**config.mk**
```make
export PLATFORM = sky130hd
export DESIGN_NAME = id_ex_stage
export DESIGN_NICKNAME = d
export VERILOG_FILES = /design/src/rtl/id_ex_stage.sv
export SDC_FILE = /design/constraint.sdc
export NUM_CORES = 1
export LEC_CHECK = 0
export ABC_AREA = 1
export CAP_MARGIN = 20
export CORE_MARGIN = 2
export CORE_UTILIZATION = 38
export DETAILED_ROUTE_END_ITERATION = 10
export PLACE_DENSITY = 0.77
export RECOVER_POWER = 100
export SLEW_MARGIN = 20
export SYNTH_ARGS = -nofsm -noshare
export SYNTH_HDL_FRONTEND = slang
export SYNTH_SLANG_ARGS = --single-unit
```
**constraint.sdc**
```tcl
create_clock -name clk -period 1.55 [get_ports clk]
set_input_delay 0.31 -clock clk [delete_from_list [all_inputs] [get_ports clk]]
set_output_delay 0.31 -clock clk [all_outputs]
set_load 0.01 [all_outputs]
```
**src/rtl/id_ex_stage.sv**
```systemverilog
// ============================================================================
// Module   : id_ex_stage
// Purpose  : ID/EX pipeline register with stall/flush, E-stage hazard info,
//            EX ALU control decode and a saturating bubble counter.
// Revision : 1.0
// ============================================================================
`default_nettype none

module id_ex_stage #(
  parameter int          XLEN     = 32,
  parameter int          CNT_W    = 16,
  parameter logic [31:0] RESET_PC = 32'h0000_3000
) (
  input  logic             clk,
  input  logic             reset,
  input  logic             stall,
  input  logic             flush,
  input  logic             clr_cnt,
  input  logic [31:0]      D_I,
  input  logic [31:0]      D_PC,
  input  logic [XLEN-1:0]  D_RD1,
  input  logic [XLEN-1:0]  D_RD2,
  output logic [31:0]      E_I,
  output logic [31:0]      E_PC,
  output logic [XLEN-1:0]  E_RD1,
  output logic [XLEN-1:0]  E_RD2,
  output logic             E_valid,
  output logic [4:0]       E_A3,
  output logic [1:0]       E_TNEW,
  output logic             ExtOp,
  output logic             E_s,
  output logic [3:0]       E_ALUOP,
  output logic [CNT_W-1:0] bubble_cnt
);

  typedef enum logic [3:0] {
    K_NOP, K_ADDU, K_SUBU, K_AND, K_OR, K_SLT, K_JR, K_JALR,
    K_ORI, K_LW, K_SW, K_BEQ, K_LUI, K_JAL, K_J, K_ADDI
  } kind_e;

  function automatic kind_e classify(input logic [31:0] ins);
    kind_e k;
    k = K_NOP;
    case (ins[31:26])
      6'h00: begin
        case (ins[5:0])
          6'h21:   k = K_ADDU;
          6'h23:   k = K_SUBU;
          6'h24:   k = K_AND;
          6'h25:   k = K_OR;
          6'h2A:   k = K_SLT;
          6'h08:   k = K_JR;
          6'h09:   k = K_JALR;
          default: k = K_NOP;
        endcase
      end
      6'h0D:   k = K_ORI;
      6'h23:   k = K_LW;
      6'h2B:   k = K_SW;
      6'h04:   k = K_BEQ;
      6'h0F:   k = K_LUI;
      6'h03:   k = K_JAL;
      6'h02:   k = K_J;
      6'h08:   k = K_ADDI;
      default: k = K_NOP;
    endcase
    return k;
  endfunction

  logic [31:0]      e_i_q, e_pc_q;
  logic [XLEN-1:0]  e_rd1_q, e_rd2_q;
  logic             e_valid_q;
  logic [4:0]       e_a3_q, a3_d;
  logic [1:0]       e_tnew_q, tnew_d;
  logic [CNT_W-1:0] cnt_q, cnt_d;
  kind_e            d_kind, e_kind;

  assign d_kind = classify(D_I);
  assign e_kind = classify(e_i_q);

  // Hazard info is decoded on the D side so forwarding reads it straight from flops
  always_comb begin
    a3_d   = 5'd0;
    tnew_d = 2'd0;
    case (d_kind)
      K_ADDU, K_SUBU, K_AND, K_OR, K_SLT: begin a3_d = D_I[15:11]; tnew_d = 2'd1; end
      K_JALR:                             a3_d = D_I[15:11];
      K_ORI, K_LUI, K_ADDI:               begin a3_d = D_I[20:16]; tnew_d = 2'd1; end
      K_LW:                               begin a3_d = D_I[20:16]; tnew_d = 2'd2; end
      K_JAL:                              a3_d = 5'd31;
      default: begin
        a3_d   = 5'd0;
        tnew_d = 2'd0;
      end
    endcase
  end

  always_comb begin
    ExtOp   = 1'b0;
    E_s     = 1'b0;
    E_ALUOP = 4'd0;
    case (e_kind)
      K_OR:          E_ALUOP = 4'd1;
      K_ORI:         begin E_ALUOP = 4'd1; E_s = 1'b1; end
      K_ADDU:        E_ALUOP = 4'd2;
      K_LW, K_SW,
      K_ADDI:        begin E_ALUOP = 4'd2; E_s = 1'b1; ExtOp = 1'b1; end
      K_SUBU:        E_ALUOP = 4'd3;
      K_BEQ:         begin E_ALUOP = 4'd3; ExtOp = 1'b1; end
      K_LUI:         begin E_ALUOP = 4'd4; E_s = 1'b1; end
      K_AND:         E_ALUOP = 4'd5;
      K_SLT:         E_ALUOP = 4'd6;
      default:       E_ALUOP = 4'd0;
    endcase
  end

  always_ff @(posedge clk or negedge reset) begin
    if (!reset) begin
      e_i_q     <= 32'd0;
      e_pc_q    <= RESET_PC;
      e_rd1_q   <= '0;
      e_rd2_q   <= '0;
      e_valid_q <= 1'b0;
      e_a3_q    <= 5'd0;
      e_tnew_q  <= 2'd0;
    end else if (flush) begin
      // Bubble keeps the PC so a later exception can still be attributed
      e_i_q     <= 32'd0;
      e_pc_q    <= D_PC;
      e_rd1_q   <= '0;
      e_rd2_q   <= '0;
      e_valid_q <= 1'b0;
      e_a3_q    <= 5'd0;
      e_tnew_q  <= 2'd0;
    end else if (!stall) begin
      e_i_q     <= D_I;
      e_pc_q    <= D_PC;
      e_rd1_q   <= D_RD1;
      e_rd2_q   <= D_RD2;
      e_valid_q <= 1'b1;
      e_a3_q    <= a3_d;
      e_tnew_q  <= tnew_d;
    end
  end

  always_comb begin
    cnt_d = cnt_q;
    if (clr_cnt) begin
      cnt_d = '0;
    end else if (flush && (cnt_q != {CNT_W{1'b1}})) begin
      cnt_d = cnt_q + 1'b1;
    end
  end

  always_ff @(posedge clk or negedge reset) begin
    if (!reset) begin
      cnt_q <= '0;
    end else begin
      cnt_q <= cnt_d;
    end
  end

  logic unused_d_bits;
  assign unused_d_bits = ^{D_I[25:21], D_I[10:6]};

  assign E_I        = e_i_q;
  assign E_PC       = e_pc_q;
  assign E_RD1      = e_rd1_q;
  assign E_RD2      = e_rd2_q;
  assign E_valid    = e_valid_q;
  assign E_A3       = e_a3_q;
  assign E_TNEW     = e_tnew_q;
  assign bubble_cnt = cnt_q;

endmodule

`default_nettype wire

```
==> reports/qor.yml <==
layout:
  diodes: 0
  multi_input_area_sq_um: 2830
  fin_cells: 1304
  final_cell_mix: "156 x nand2_1, 148 x dfrtp_1, 134 x dlygate4sd2_1"
  drive_gt1_share_pct: 26.7
  register_area_sq_um: 3810
  num-nets-final: 1205
  final_common_cell: "nand2_1"
  fin_area_sq_um: 11300
  syn_to_final_growth_pct: 72.8
  num-fill-cells: 1322
cts:
  clock_latency_ns: 0.42
  cts_tree: "done"
  ctsHtreeMaxLevel: 4
  clock_sinks: 152
  root_buffer: "clkbuf_16"
  cts.clk_slew.worst_paths_ns: 0.06
  cts_made_buffers: 17
  cts.path.max_buffers: 2
worst_setup_path:
  path_max_fanout: 4
  startpoint_type: "flip-flop"
  critPathMaxStageDelay_ns: 0.44
  critPathRequiredTime_ns: 1.24
  path_cells: "nand2_2 -> inv_2 -> nand2_2 -> nor2_4 -> a31oi_4 -> nand3_2 -> a21oi_4 -> buf_6 -> nor2_2 -> nand2_1 -> nand2_1 -> nand3b_1 -> buf_2"
  r2r_cells: 9
  reg2reg_from: "bubble_cnt[1]$_DFFE_PN0P_"
  slowest_stage: "dfrtp_2"
  crit_path_end_kind: "output pin"
  crit_type: "flip-flop to output pin"
  r2r_slack_ns: -0.15
  r2r-end: "bubble_cnt[15]$_DFFE_PN0P_"
  arrival_ns: 2.21
floorplanning:
  die_width_um: 135
  start_util_pct: 39.1
  dieArea_sq_um: 18300
  rows: 47
  die-height_um: 135
  io_pins: 291
  core_area_sq_um: 16700
logic_synthesis:
  yosysWarnings: 0
  syn_area_per_cell_sq_um: 9.70
  syn-num-nets: 808
  ys_types: 38
  syn_inst: 674
  synth_ff_type: "dfrtp_1"
  synth_edf_count: 0
  synth-seq-cells: 152
  syn_area_sq_um: 6540
  seq_area_frac_synth_pct: 58.2
  async_flop_share_pct: 100
drt:
  wirelength_um: 22000
  drt.antenna.violating_nets: 0
  drc: 0
  wl_met1_um: 8560
  vias: 6518
  met3_length_um: 1510
  vias_per_cell: 5.00
  routedWlPerCell_um: 16.9
  route.top_layer_used: "met4"
  drt_iter0_markers: 305
  met2_wirelength_um: 11200
  firstDrtPassIters: 4
timing:
  hold_slack_ns: 0.207
  tightest_slew_ns: 0.914
  finalMaxSlewViolations: 0
  hold_viol_final: 0
  max_freq_mhz: 397
  finClkSkew_ns: 0.00827
  layout_min_cycle_time_ns: 2.52
  setup-violations-final: 18
  period_share_pct: 163
  slew_headroom_pct: 39.1
  fin_ws_ns: -0.969
  rsz0062_at_grt: "true"
global_route:
  grt_usage_pct: 23.5
  grt_pass1_vias: 6754
  antenna_found_initial: 0
  gr-total-overflow: 0
  grt_max_degree: 40
  grt_pass1_wl_um: 33600
outcome:
  violations: "setup timing"
  status: "finished with violations"
worst_hold_path:
  hp-class: "input port to flip-flop"
  holdPathStages: 3
  hold_start: "D_I[30]"
  min_to: "E_I[30]$_DFFE_PN0P_"
power_and_ir_drop:
  irDropWorstVdd_v: 0.000723
  p_per_area_nw_per_um2: 891
  p_leak_nw: 5.85
flow_run:
  maxCapViolCount: 0
placed_design:
  dp.cells: 1254
  dp_slack_ns: -0.839
  gp_congestion: 0.863
  dpl_cell_area_sq_um: 10500
  io_buffers: 289
  place_hpwl_um: 15400
## through the flow
step / utilization [%] / setup TNS (ns) / power (mW)
after detailed placement: 63.0 / -20.90 / 6.28
after floorplan: - / -1.10 / 4.99
after global routing: 67.7 / -9.15 / 10.5
final: 67.7 / -5.25 / 10.1
after CTS: 67.1 / -4.38 / 10.1
after global placement: 63.0 / -16.36 / 6.24
## critical path: cells and delay by family, from the launching register on
family | cells | cell delay, ns
AO/OA/AOI/OAI | 2 | 0.33
buffers and inverters | 3 | 0.35
flip-flops | 1 | 0.44
AND/OR/NAND/NOR | 8 | 0.67
## synthesized netlist by cell type, types with 2 or more instances
library cell / number / area, sq um
buf_4: 2 / 15.0
clkbuf_1: 20 / 75.1
nor3b_2: 2 / 25.0
nor4_1: 3 / 18.8
nor3_2: 4 / 40.0
dfstp_2: 2 / 52.6
nand3_1: 31 / 155
a22o_1: 85 / 744
a211oi_1: 2 / 15.0
nor3_1: 10 / 50.1
nand2_1: 176 / 661
o22ai_1: 8 / 50.1
nor2_1: 43 / 161
dfrtp_1: 150 / 3750
nor2_2: 11 / 68.8
nand3b_1: 3 / 22.5
buf_2: 7 / 35.0
a31oi_1: 2 / 12.5
o21ai_0: 17 / 85.1
inv_2: 10 / 37.5
o21ai_1: 2 / 10.0
a21oi_1: 15 / 75.1
inv_1: 44 / 165
nand2_2: 3 / 18.8
nand4_1: 3 / 18.8
nand3_2: 7 / 70.1
## worst max-delay path by stage
stage	startpoint	end	depth (start not counted)
4_1_cts	E_I[30]$_DFFE_PN0P_	E_ALUOP[0]	11
3_5_place_dp	E_I[30]$_DFFE_PN0P_	E_ALUOP[1]	11
3_3_place_gp	E_I[30]$_DFFE_PN0P_	E_ALUOP[1]	11
2_1_floorplan	E_I[30]$_DFFE_PN0P_	E_ALUOP[1]	11
6_report	E_I[26]$_DFFE_PN0P_	E_ALUOP[1]	13
5_1_grt	E_I[30]$_DFFE_PN0P_	E_ALUOP[0]	13
## logic make-up (layout without fill, tap and decap cells)
kind of cell,Yosys count,after routing,synth area share [%]
other,1,1,0.0574
adder cells (fa/ha/maj),1,1,0.191
AND/OR/NAND/NOR,300,300,20.6
buffers and inverters,84,494,5.11
AO/OA/AOI/OAI,136,136,15.8
flip-flops,152,152,58.2
## per-layer routing
metal	track usage, %	up-vias
met5	0	-
met1	27.2	3120
li1	-	3094
met4	9.66	0
met3	6.77	60
met2	41.1	244
## layout make-up
type | instances | area share, %
inverter | 55 | 1.87
tap | 220 | 2.44
sequential | 152 | 33.7
multi-input combinational | 438 | 25.1
clock buffer | 17 | 3.77
timing repair buffer | 407 | 32.0
clock inverter | 15 | 1.15
## state kept, by name (all words and copies together) (netlist names)
signal	cells
E_A3	5
E_valid	1
bubble_cnt	16
E_PC	32
E_RD2	32
E_TNEW	2
E_I	32
E_RD1	32
## power breakdown
part / switching (mW) / leakage (nW) / internal, mW
clock: 1.80 / 0.270 / 2.11
combinational: 0.898 / 3.60 / 0.939
sequential: 0.132 / 1.99 / 4.19
## what timing repair did
| action | 4_1_cts | 5_1_grt |
|---|---|---|
| gates cloned | 0 | 0 |
| buffers inserted | 14 | 5 |
| setup endpoints to repair | 169 | 41 |
| pin swaps | 25 | 25 |
| resized for setup | 282 | 93 |
| hold buffers | 1 | 0 |
| hold endpoints to repair | 28 | 0 |
Power figures use the tool's default switching activity.
